**src/rtl/ex_muldiv_unit.sv**
```systemverilog
// RV32M execute unit: 1-cycle multiply (done at N+2), 32-cycle restoring divide (done at N+33), stalls via busy.
// Divider present only when MULDIV_DIV_EN is defined; otherwise divide ops complete at N+2 with result 0.
module ex_muldiv_unit (
    input  logic        clk,
    input  logic        rst,
    input  logic        start,
    input  logic        flush,
    input  logic [2:0]  funct3,
    input  logic [31:0] op_a,
    input  logic [31:0] op_b,
    output logic        busy,
    output logic        done,
    output logic [31:0] result
);

    localparam logic [1:0] S_IDLE = 2'b00;
    localparam logic [1:0] S_MUL  = 2'b01;
    localparam logic [1:0] S_DONE = 2'b11;
`ifdef MULDIV_DIV_EN
    localparam logic [1:0] S_DIV  = 2'b10;
`endif

    logic [1:0]  state_q, state_d;
    logic [2:0]  f3_q, f3_d;
    logic [31:0] a_q, a_d;
    logic [31:0] b_q, b_d;
    logic [31:0] result_q, result_d;

    // MUL uses low word regardless of signedness; high-word ops extend per operand type.
    logic               a_sgn, b_sgn;
    logic signed [63:0] prod;
    logic [31:0]        mul_res;

    assign a_sgn   = (f3_q[1:0] != 2'b11) && a_q[31];
    assign b_sgn   = (f3_q[1:0] == 2'b01) && b_q[31];
    assign prod    = $signed({a_sgn, a_q}) * $signed({b_sgn, b_q});
    assign mul_res = (f3_q[1:0] == 2'b00) ? prod[31:0] : prod[63:32];

`ifdef MULDIV_DIV_EN
    logic [31:0] rem_q, rem_d;
    logic [31:0] quo_q, quo_d;
    logic [4:0]  cnt_q, cnt_d;

    logic        div_sgn, a_neg, b_neg, ge, div_fast;
    logic [31:0] b_mag, rem_nx, quo_nx, q_fix, r_fix, fast_res;
    logic [32:0] shift;

    assign div_sgn  = ~f3_q[0];
    assign a_neg    = div_sgn & a_q[31];
    assign b_neg    = div_sgn & b_q[31];
    assign b_mag    = b_neg ? -b_q : b_q;
    assign shift    = {rem_q, quo_q[31]};
    assign ge       = shift >= {1'b0, b_mag};
    assign rem_nx   = ge ? (shift[31:0] - b_mag) : shift[31:0];
    assign quo_nx   = {quo_q[30:0], ge};
    assign q_fix    = (a_neg ^ b_neg) ? -quo_nx : quo_nx;
    assign r_fix    = a_neg ? -rem_nx : rem_nx;
    // Divide-by-zero and signed overflow bypass the iteration entirely.
    assign div_fast = (b_q == 32'h0) ||
                      (div_sgn && a_q == 32'h8000_0000 && b_q == 32'hFFFF_FFFF);
    assign fast_res = (b_q == 32'h0) ? (f3_q[1] ? a_q : 32'hFFFF_FFFF)
                                     : (f3_q[1] ? 32'h0 : 32'h8000_0000);
`endif

    always_comb begin
        state_d  = state_q;
        f3_d     = f3_q;
        a_d      = a_q;
        b_d      = b_q;
        result_d = result_q;
`ifdef MULDIV_DIV_EN
        rem_d    = rem_q;
        quo_d    = quo_q;
        cnt_d    = cnt_q;
`endif
        if (flush) begin
            state_d = S_IDLE;
        end else begin
            case (state_q)
                S_IDLE: begin
                    if (start) begin
                        f3_d = funct3;
                        a_d  = op_a;
                        b_d  = op_b;
`ifdef MULDIV_DIV_EN
                        if (funct3[2]) begin
                            state_d = S_DIV;
                            quo_d   = (~funct3[0] & op_a[31]) ? -op_a : op_a;
                            rem_d   = 32'h0;
                            cnt_d   = 5'd31;
                        end else begin
                            state_d = S_MUL;
                        end
`else
                        state_d = S_MUL;
`endif
                    end
                end
                S_MUL: begin
                    result_d = f3_q[2] ? 32'h0 : mul_res;
                    state_d  = S_DONE;
                end
`ifdef MULDIV_DIV_EN
                S_DIV: begin
                    if (div_fast) begin
                        result_d = fast_res;
                        state_d  = S_DONE;
                    end else begin
                        rem_d = rem_nx;
                        quo_d = quo_nx;
                        cnt_d = cnt_q - 5'd1;
                        if (cnt_q == 5'd0) begin
                            result_d = f3_q[1] ? r_fix : q_fix;
                            state_d  = S_DONE;
                        end
                    end
                end
`endif
                default: state_d = S_IDLE;
            endcase
        end
    end

    always_ff @(posedge clk or negedge rst) begin
        if (!rst) begin
            state_q  <= S_IDLE;
            f3_q     <= 3'b0;
            a_q      <= 32'h0;
            b_q      <= 32'h0;
            result_q <= 32'h0;
`ifdef MULDIV_DIV_EN
            rem_q    <= 32'h0;
            quo_q    <= 32'h0;
            cnt_q    <= 5'd0;
`endif
        end else begin
            state_q  <= state_d;
            f3_q     <= f3_d;
            a_q      <= a_d;
            b_q      <= b_d;
            result_q <= result_d;
`ifdef MULDIV_DIV_EN
            rem_q    <= rem_d;
            quo_q    <= quo_d;
            cnt_q    <= cnt_d;
`endif
        end
    end

    assign busy   = (state_q == S_IDLE && start && !flush) || state_q == S_MUL
`ifdef MULDIV_DIV_EN
                    || state_q == S_DIV
`endif
                    ;
    assign done   = (state_q == S_DONE);
    assign result = result_q;

endmodule

```
**config.mk**
```make
export PLATFORM = sky130hd
export DESIGN_NAME = ex_muldiv_unit
export DESIGN_NICKNAME = d
export VERILOG_FILES = /design/src/rtl/ex_muldiv_unit.sv
export SDC_FILE = /design/constraint.sdc
export NUM_CORES = 2
export LEC_CHECK = 0
export BUFFER_PORTS_ARGS = -buffer_cell sky130_fd_sc_hd__buf_4
export CORE_UTILIZATION = 30
export DETAILED_ROUTE_END_ITERATION = 10
export PLACE_DENSITY = 0.46
export SLEW_MARGIN = 30
export SYNTH_ARGS = -nofsm -noshare
export SYNTH_HDL_FRONTEND = slang
export SYNTH_SLANG_ARGS = --single-unit
export TNS_END_PERCENT = 5
```
**constraint.sdc**
```tcl
create_clock -name clk -period 12.55 [get_ports clk]
set_input_delay 1.255 -clock clk [delete_from_list [all_inputs] [get_ports clk]]
set_output_delay 1.255 -clock clk [all_outputs]
set_load 0.02 [all_outputs]
```
==> impl_results.md <==
- Avg Cell Area, Syn: 9.15 um^2
- Reg2reg end: result[31]
- CTS tree: built
- Tmin final: 8.98 ns
- DR WL/cell: 19.3 um
- Worst slew pin tran: 0.958 ns
- #FFs+latches synth: 101
- Share of the synthesized area in the top cell type: 0.532
- Root buf cell: clkbuf_16
- Die area: 0.143 mm^2
- Top_reg_cell synth: dfrtp_1
- Worst R2R Path Depth: 28
- CTS resizes: 0
- Longest Clk Path Bufs: 2
- Leading post-synthesis cells by cell area: fa_1 53%, inv_1 11%, nand2_1 7.4%, ha_1 6.3%, dfrtp_1 6.0%
- Critical path required time: 12.81 ns
- Clk_lat worst skew: 0.44 ns
- CP most frequent cell: fa_1
- Layout cell share with drive strength beyond 1: 0.0646
- Final nets: 5939
- Total number of vias: 29.8k
- Height of the die: 378 um
- Post-synth EDFFs: 0
- First-pass GRT wire length: 199000 um
- CP Launch Point: f3_q[0]
- Post-synthesis sequential area ratio: 0.0597
- Area growth syn-to-layout: 6.96%
- Num rows: 137
- Worst Hold Endpoint: result[7]
- Worst path max stage delay: 0.91 ns
- I/O Pins: 105
- Max_slew headroom: 0.361
- Via density: 4.65
- Grt total ovfl: 0
- Die W: 378 um
- Pins over their slew limit: 0
- TritonCTS Buffers: 9
- Worst EP arrival: 9.23 ns
- Hold depth: 2
- Total Neg Setup Slack: 0 ns
- CTS sink count: 101
- Most common cell in the synthesized netlist: inv_1
- Clock-pin slew on the worst setup and hold paths: 0.09 ns
- Initial DRT Pass Iterations: 5
- Yosys top cell by area: fa_1
- Min-Delay Startpoint: result[7]
- Netlist cell types: 71
- Slowest CP cell: fa_1
- Number of nets still failing antenna checks after routing: 0
- Vias in the first global route: 33.0k
- Final Routed Wirelength: 124000 um
- RSZ-0062 raised after global routing: no
- CP Launch Type: flip-flop
- CTS Hold Buffers Added: 0
- Most instantiated cells after synthesis: 1202 x inv_1, 1125 x fa_1, 837 x nand2_1
- Initial DRC Count: 1362
- Syn Nets: 6033
- Crit Path Category: flip-flop to flip-flop
- Worst Skew: 0.0243 ns
- Number of cells produced by synthesis: 4625
- Final period utilization: 0.715
- Critical Path End Type: flip-flop
- Outcome: completed
- Fmax achieved: 0.111 GHz
- Largest net degree at the start of global routing: 60
- Overall global routing resource usage: 0.183
- Maxcap violations: 0
- Synthesized area: 0.0423 mm^2
- Port bufs: 104
- Worst r2r src: f3_q[0]
- Initial antenna violation count: 4
- H-tree depth: 3
- # Post-CTS Setup Buffers: 0
- # setup viols final: 0
- Yosys warning count: 0
- Floorplan Core Area: 0.140 mm^2
- Flop2flop setup slack: 3.57 ns
- Synth async-reset ratio: 1.00
- Hold/Removal Path Class: flip-flop to flip-flop
- HPWL after DPL: 102000 um
- Drt drc: 0
- Final GP Congestion: 0.893
- Final hold violations: 0
- Critical-path maximum fanout: 13
- Initial Util: 0.303
[layout make-up]
cell class              count  area (um^2)
fillers                 14694        94500
clock inverters             6         62.6
diodes                      2         5.00
clock buffers              10          239
flip-flops and latches    101         2550
inverters                1202         4510
multi-input cells        3046        34200
well taps                1876         2350
repair buffers            171         1310
[registers in the layout (all words and copies together) (netlist names)]
| register | flops |
|---|---|
| state_q | 2 |
| result | 32 |
| f3_q | 3 |
| b_q | 32 |
| a_q | 32 |
[cell families after synthesis]
logic type      count (synthesis)  share of synthesized area
buf+inv                      1478                      0.132
fa+ha+maj                    1337                      0.595
simple gates                 1310                      0.139
compound gates                258                     0.0408
flops                         101                     0.0597
mux                            72                     0.0190
xor+xnor                       69                     0.0143
[cells in the final DEF (no fill, tap or decap), types with 5 or more instances in the layout]
master and count:
nand2_1 837, o211ai_1 10, or2_2 9, a22oi_1 19
and3_1 19, o21ai_1 7, a21oi_1 64, and2_1 274
fa_1 1124, o21a_1 12, inv_1 1202, nand3_1 24
dfrtp_1 89, buf_4 169, dfrtp_2 10, or3_1 5
nor2b_1 6, a31oi_1 8, nand4_1 20, nor3_1 16
o21ai_0 50, xor2_1 24, a21o_1 29, nor2_1 77
xnor2_1 45, o31ai_1 7, mux2_2 68, clkbuf_16 9
o21bai_1 10, ha_1 212
[per-layer routing]
layer / track usage / vias to the layer above / part of all wire / wire length [um]
met2: 0.318 / 524 / 0.50 / 62200
li1: - / 13066 / - / -
met5: 0 / - / 0 / 0
met1: 0.251 / 16144 / 0.45 / 55500
met4: 0.0245 / 0 / 0.012 / 1520
met3: 0.0190 / 79 / 0.037 / 4580
[through the flow]
step            util  hold slack, ns  cells  worst slack [ns]  instance area, um^2
2_1_floorplan      -           0.521   4625              4.42                42300
3_3_place_gp   0.321           0.464   6395              3.67                44900
3_5_place_dp   0.321           0.474   6395              3.56                44900
4_1_cts        0.324           0.501   6411              3.50                45200
5_1_grt        0.324           0.533   6412              2.97                45200
6_report       0.324           0.501   6414              3.57                45200
[critical path, delay by kind of cell (launching register included)]
family / cells / cell delay, ns
multiplexers: 1 / 0.23
adder cells (fa/ha/maj): 9 / 4.66
flip-flops: 1 / 0.47
AND/OR/NAND/NOR: 4 / 1.32
buffers and inverters: 7 / 1.09
AO/OA/AOI/OAI: 7 / 1.03
[worst max-delay path by stage]
stage | to | slack, ns | cells after the start
final | result[31] | 3.57 | 28
after floorplan | result[27] | 4.42 | 30
after global placement | result[31] | 3.67 | 28
after detailed placement | result[31] | 3.56 | 28
after global routing | result[27] | 2.97 | 27
after CTS | result[31] | 3.50 | 28
Power is left out: the tool's default activity adds up to more than one toggle a clock period on the data nets, which glitch-free logic cannot reach.
